### src/rtl/wallace_mac_pkg.sv
// Shared types for the Wallace MAC scheduler: FSM state and operand payload.
package wallace_mac_pkg;

  localparam int unsigned OPND_W = 8;
  localparam int unsigned PROD_W = 16;

  typedef enum logic [1:0] {
    IDLE    = 2'd0,
    ISSUE   = 2'd1,
    CAPTURE = 2'd2,
    DRAIN   = 2'd3
  } state_e;

  // One operand pair as presented by a requester
  typedef struct packed {
    logic [OPND_W-1:0] a;
    logic [OPND_W-1:0] b;
    logic              last;
  } opnd_t;

endpackage

### src/rtl/rr_arbiter_lock.sv
// Round-robin pick starting at ptr; when locked, only the locked index may win.
module rr_arbiter_lock #(
  parameter int unsigned NUM_REQ = 2,
  parameter int unsigned ID_W    = 1
) (
  input  logic [NUM_REQ-1:0] req,
  input  logic [ID_W-1:0]    ptr,
  input  logic               lock_en,
  input  logic [ID_W-1:0]    lock_idx,
  output logic [ID_W-1:0]    gnt_idx_c,
  output logic               gnt_vld_c
);

  logic [ID_W-1:0] cand;

  // First valid request at or after ptr, wrapping; lock overrides the search
  always_comb begin
    gnt_idx_c = '0;
    gnt_vld_c = 1'b0;
    cand      = '0;
    if (lock_en) begin
      gnt_idx_c = lock_idx;
      gnt_vld_c = req[lock_idx];
    end else begin
      for (int unsigned i = 0; i < NUM_REQ; i++) begin
        cand = ID_W'((32'(ptr) + i) % NUM_REQ);
        if (!gnt_vld_c && req[cand]) begin
          gnt_vld_c = 1'b1;
          gnt_idx_c = cand;
        end
      end
    end
  end

endmodule

### src/rtl/wallace_mac_scheduler.sv
// Shares one external 8x8 multiplier between NUM_REQ requesters, accumulating
// per-burst sums. Optional macro ACC_SAT_EN: saturating accumulation plus a
// sticky sat_flag output; without it the accumulator wraps.
module wallace_mac_scheduler
  import wallace_mac_pkg::*;
#(
  parameter int unsigned NUM_REQ = 2,
  parameter int unsigned ACC_W   = 20,
  parameter int unsigned ID_W    = (NUM_REQ > 1) ? $clog2(NUM_REQ) : 1
) (
  input  logic                      clk,
  input  logic                      rst_n,
  input  logic [NUM_REQ-1:0]        req_valid,
  output logic [NUM_REQ-1:0]        req_ready,
  input  logic [OPND_W*NUM_REQ-1:0] req_a,
  input  logic [OPND_W*NUM_REQ-1:0] req_b,
  input  logic [NUM_REQ-1:0]        req_last,
  output logic [OPND_W-1:0]         mul_a,
  output logic [OPND_W-1:0]         mul_b,
  input  logic [PROD_W-1:0]         mul_p,
  output logic                      res_valid,
  input  logic                      res_ready,
  output logic [ACC_W-1:0]          res_data,
  output logic [ID_W-1:0]           res_id,
  output logic                      busy
`ifdef ACC_SAT_EN
  ,
  output logic                      sat_flag
`endif
);

  state_e             state_q, state_d;
  logic [NUM_REQ-1:0] req_ready_q, req_ready_d;
  opnd_t              opnd_q, opnd_d;
  logic [ID_W-1:0]    gnt_q, gnt_d;
  logic               lock_q, lock_d;
  logic [ID_W-1:0]    lock_id_q, lock_id_d;
  logic [ID_W-1:0]    rr_ptr_q, rr_ptr_d;
  logic [ACC_W-1:0]   acc_q, acc_d;
  logic               res_valid_q, res_valid_d;
  logic [ACC_W-1:0]   res_data_q, res_data_d;
  logic [ID_W-1:0]    res_id_q, res_id_d;
  logic               busy_q, busy_d;
  logic [ACC_W-1:0]   acc_sum_c;
  logic [ID_W-1:0]    gnt_idx_c;
  logic               gnt_vld_c;
  opnd_t              opnd_arr [NUM_REQ];

  // Unpack the flat request buses into one operand record per requester
  for (genvar i = 0; i < NUM_REQ; i++) begin : g_unpack
    assign opnd_arr[i] = {req_a[OPND_W*i +: OPND_W], req_b[OPND_W*i +: OPND_W], req_last[i]};
  end

  rr_arbiter_lock #(
    .NUM_REQ (NUM_REQ),
    .ID_W    (ID_W)
  ) u_arb (
    .req       (req_valid),
    .ptr       (rr_ptr_q),
    .lock_en   (lock_q),
    .lock_idx  (lock_id_q),
    .gnt_idx_c (gnt_idx_c),
    .gnt_vld_c (gnt_vld_c)
  );

`ifdef ACC_SAT_EN
  localparam int unsigned SUM_W = ACC_W + 1;
  logic [SUM_W-1:0] sum_ext;
  logic             sat_hit_c;
  logic             sat_q, sat_d;

  // Accumulate with one guard bit and clamp to all-ones on carry-out
  always_comb begin
    sum_ext   = SUM_W'(acc_q) + SUM_W'(mul_p);
    sat_hit_c = sum_ext[ACC_W];
    acc_sum_c = sat_hit_c ? '1 : sum_ext[ACC_W-1:0];
  end

  assign sat_flag = sat_q;
`else
  // Wrap-around accumulation
  assign acc_sum_c = acc_q + ACC_W'(mul_p);
`endif

  // Next-state and registered-output logic
  always_comb begin
    state_d     = state_q;
    req_ready_d = '0;
    opnd_d      = opnd_q;
    gnt_d       = gnt_q;
    lock_d      = lock_q;
    lock_id_d   = lock_id_q;
    rr_ptr_d    = rr_ptr_q;
    acc_d       = acc_q;
    res_valid_d = res_valid_q;
    res_data_d  = res_data_q;
    res_id_d    = res_id_q;
`ifdef ACC_SAT_EN
    sat_d       = sat_q;
`endif
    case (state_q)
      IDLE: begin
        if (gnt_vld_c) begin
          gnt_d       = gnt_idx_c;
          req_ready_d = NUM_REQ'(1) << gnt_idx_c;
          state_d     = ISSUE;
        end
      end
      ISSUE: begin
        opnd_d    = opnd_arr[gnt_q];
        lock_d    = 1'b1;
        lock_id_d = gnt_q;
        state_d   = CAPTURE;
      end
      CAPTURE: begin
        acc_d = acc_sum_c;
`ifdef ACC_SAT_EN
        sat_d = sat_q | sat_hit_c;
`endif
        if (opnd_q.last) begin
          res_valid_d = 1'b1;
          res_data_d  = acc_sum_c;
          res_id_d    = gnt_q;
          state_d     = DRAIN;
        end else begin
          state_d = IDLE;
        end
      end
      DRAIN: begin
        if (res_valid_q && res_ready) begin
          res_valid_d = 1'b0;
          acc_d       = '0;
          lock_d      = 1'b0;
          rr_ptr_d    = (gnt_q == ID_W'(NUM_REQ - 1)) ? '0 : gnt_q + ID_W'(1);
          state_d     = IDLE;
`ifdef ACC_SAT_EN
          sat_d       = 1'b0;
`endif
        end
      end
      default: state_d = IDLE;
    endcase
    busy_d = (state_d != IDLE);
  end

  // State and output registers
  always_ff @(posedge clk or negedge rst_n) begin
    if (!rst_n) begin
      state_q     <= IDLE;
      req_ready_q <= '0;
      opnd_q      <= '0;
      gnt_q       <= '0;
      lock_q      <= 1'b0;
      lock_id_q   <= '0;
      rr_ptr_q    <= '0;
      acc_q       <= '0;
      res_valid_q <= 1'b0;
      res_data_q  <= '0;
      res_id_q    <= '0;
      busy_q      <= 1'b0;
`ifdef ACC_SAT_EN
      sat_q       <= 1'b0;
`endif
    end else begin
      state_q     <= state_d;
      req_ready_q <= req_ready_d;
      opnd_q      <= opnd_d;
      gnt_q       <= gnt_d;
      lock_q      <= lock_d;
      lock_id_q   <= lock_id_d;
      rr_ptr_q    <= rr_ptr_d;
      acc_q       <= acc_d;
      res_valid_q <= res_valid_d;
      res_data_q  <= res_data_d;
      res_id_q    <= res_id_d;
      busy_q      <= busy_d;
`ifdef ACC_SAT_EN
      sat_q       <= sat_d;
`endif
    end
  end

  assign req_ready = req_ready_q;
  assign mul_a     = opnd_q.a;
  assign mul_b     = opnd_q.b;
  assign res_valid = res_valid_q;
  assign res_data  = res_data_q;
  assign res_id    = res_id_q;
  assign busy      = busy_q;

endmodule

### config.mk
export PLATFORM = sky130hd
export DESIGN_NAME = wallace_mac_scheduler
export DESIGN_NICKNAME = d
export VERILOG_FILES = /design/src/rtl/wallace_mac_pkg.sv /design/src/rtl/rr_arbiter_lock.sv /design/src/rtl/wallace_mac_scheduler.sv
export SDC_FILE = /design/constraint.sdc
export NUM_CORES = 1
export LEC_CHECK = 0
export CAP_MARGIN = 5
export CORE_ASPECT_RATIO = 1.75
export CORE_MARGIN = 1
export CORE_UTILIZATION = 45
export CTS_BUF_LIST = sky130_fd_sc_hd__clkbuf_4 sky130_fd_sc_hd__clkbuf_8
export DETAILED_ROUTE_END_ITERATION = 10
export DONT_BUFFER_PORTS = 1
export SYNTH_ARGS = -nofsm -noshare
export SYNTH_HDL_FRONTEND = slang
export SYNTH_SLANG_ARGS = --single-unit
### constraint.sdc
create_clock -name clk -period 5.7 [get_ports clk]
set_input_delay 0.855 -clock clk [delete_from_list [all_inputs] [get_ports clk]]
set_output_delay 0.855 -clock clk [all_outputs]
set_load 0.05 [all_outputs]
==> flow_summary.ini <==
[place]
gp_congestion = 0.841
hpwl_microns = 6170
io_buffers = 0

[power_and_ir_drop]
p_clk_share_pct = 14.4
p_per_area_mw_per_mm2 = 698
p_leak_nw = 1.89
sw_frac_of_total_pct = 51.6
ir_drop_uv = 339
p_int_mw = 1.39
switchingPower_mw = 1.49
p_seq_share_pct = 48.5
combPwrFrac_pct = 37.1

[synth]
muxShareOfSynthArea_pct = 6.54
postSynthAreaPerCell_sq_um = 9.47
yosys.area.top_type_share_pct = 42.8
synth_adder_area_share_pct = 5.54
synth_top_family_by_area = compound AO/OA/AOI/OAI gates
synth-compound-area-share_pct = 19.3
synth_seq_cells = 68
synth_cells = 420
synth_area_sq_mm = 0.00398
yosys-top-cells-count = 68 x dfrtp_1, 67 x nand2_1, 34 x o21ai_0
ys.flop_type = dfrtp_1
netlist_top_cells_area = dfrtp_1 43%, nand2_1 6.3%, ha_1 5.0%
yosysTopAreaCell = dfrtp_1
async_flop_share_pct = 100
syn_nets = 492
synth_xor_xnor_area_share_pct = 2.42
yosys.area_share.simple_pct = 17.6
yosys_warnings = 0
yosysMostFrequentCell = dfrtp_1
synth_edf_count = 0
ys_seq_area_share_pct = 42.8
netlist-cell-type-count = 57

[route]
wl_per_cell_microns = 16.9
met1_length_microns = 3340
vias = 3036
first_iter_violations = 163
drc = 0
drt_first_pass_iters = 4
route.met2.wl_microns = 4640
final_antenna_net_count = 0
highest_layer = met4
viasPerCell = 5.88
totalWireLength_microns = 8700
routed-wl-met3_microns = 426

[grt]
gr-total-overflow = 0
grt_antenna_before_repair = 0
grt_max_degree = 69
grt_pass1_wl_microns = 14600
track_usage_pct = 20.7
grt_pass1_vias = 3062

[cts]
cts_tree = done
clock_latency_ns = 0.35
cts-root-buf = clkbuf_8
path_clk_slew_ns = 0.07
clk_path_buf_depth = 2
postCtsHoldBufs = 0
clock_sinks = 68
numCtsBuffers = 9
cts_resized = 0
post_cts_buffers = 0
cts_max_level = 3

[critical_path]
required_ns = 5.99
crit_type = input pin to flop
cp-start-kind = input pin
arrival_ns = 2.87
crit_fanout = 6
setup.reg_to_reg.worst_slack_ns = 3.20
cp-end-kind = flop

[timing]
hold_violations = 0
setup_viol = 0
whs_ns = 0.199
slew_viol_final = 0
period_share_pct = 45.3
fin_setup_tns_ns = 0
maxSlewHeadroom_pct = 28.9
fin_crit_ns = 2.58
fmax_mhz = 387
worstMarginPinSlew_ns = 1.07
rsz0062_at_grt = no
skew_ns = 0.00787

[flow_run]
maxCapViolCount = 0

[floorplanning]
dieArea_sq_mm = 0.00923
row_count = 45
io_pins = 96
die-width_microns = 73.1
die_h_microns = 126
initial_utilization_pct = 46.2
core_sq_mm = 0.00861

[final_layout]
nets = 466
diodes = 0
drive_gt1_share_pct = 8.02
syn_to_final_growth_pct = 3.87

[status]
outcome = completed

[hold_path]
hp-class = input pin to asynchronous set/reset pin
flip-flops by register name, indices dropped and copies added (netlist names), 2 cells and up:
signal     count
acc_q         20
mul_a          8
mul_b          8
req_ready      2
res_data      20
state_q        2
routing by layer:
metal  GRT usage (%)  vias to the layer above
li1                -                     1457
met1            23.0                     1459
met2            35.5                      101
met3            3.89                       19
met4            13.1                        0
met5               0                        -
power groups by stage:
stage               registers, mW  logic [mW]  clock network, mW
floorplan                    1.12        1.21                  0
global placement             1.41        1.05                  0
detailed placement           1.41        1.08                  0
CTS                          1.41        1.08              0.427
global route                 1.44        1.21              0.443
finish                       1.40        1.07              0.415
final cells by class:
| cell class | instances | area [sq um] |
|---|---|---|
| sequential | 68 | 1700 |
| inverter | 7 | 26.3 |
| clock inverter | 4 | 47.5 |
| tap | 117 | 146 |
| timing repair buffer | 1 | 7.51 |
| multi-input combinational | 307 | 2040 |
| fill | 839 | 4480 |
| clock buffer | 12 | 159 |
final timing paths:
check / start / end / depth (start not counted)
hold / removal: rst_n / acc_q[18] / 0
min in group clk: acc_q[14] / acc_q[14] / 2
setup / recovery: mul_p[0] / res_data[12] / 8
hold reg to reg: acc_q[14] / acc_q[14] / 2
setup reg to reg: state_q[1] / res_data[12] / 5
max in group asynchronous: rst_n / res_data[18] / 0
critical path, cell delays in order:
cell and delay, ns:
ha_1 0.21, fa_1 0.41, a21o_1 0.19, and4_1 0.22
o21bai_2 0.21, nand2_1 0.17, or4_1 0.51, nand3_1 0.10
layout by cell type, fill, tap and decap left out, drive strengths merged, types with 3 or more instances in the layout:
| master | n |
|---|---|
| a211oi | 3 |
| and4 | 3 |
| a221oi | 5 |
| mux2i | 20 |
| a21o | 6 |
| mux2 | 5 |
| a22o | 10 |
| and2 | 6 |
| dfrtp | 68 |
| a21oi | 20 |
| o21ai | 35 |
| o211ai | 5 |
| inv | 7 |
| ha | 16 |
| xnor2 | 5 |
| a21boi | 4 |
| nor2b | 4 |
| xor2 | 6 |
| o21bai | 4 |
| nand2b | 3 |
| nor2 | 14 |
| o31ai | 6 |
| nand3 | 10 |
| nor4 | 3 |
| nor3 | 9 |
| nand2 | 67 |
| nand4 | 4 |
| a22oi | 4 |
| and3 | 9 |
| clkbuf | 12 |
| or4 | 4 |
cell families (layout without fill, tap and decap cells):
group           Yosys count  count (layout)
buf+inv                  45              24
fa+ha+maj                17              17
flops                    68              68
mux                      25              25
xor+xnor                 11              11
compound gates          112             112
simple gates            142             142
through the flow:
| stage | cell area, sq um | util (%) | setup WS, ns | power [mW] | instances |
|---|---|---|---|---|---|
| 2_1_floorplan | 3980 | - | 2.94 | 2.33 | 420 |
| 4_1_cts | 4130 | 48.0 | 3.12 | 2.91 | 516 |
| 6_report | 4130 | 48.0 | 3.12 | 2.88 | 516 |
| 5_1_grt | 4130 | 48.0 | 2.97 | 3.09 | 516 |
| 3_5_place_dp | 3930 | 45.6 | 2.75 | 2.49 | 500 |
| 3_3_place_gp | 3930 | 45.6 | 2.80 | 2.46 | 500 |
(Power assumes the default switching activity.)
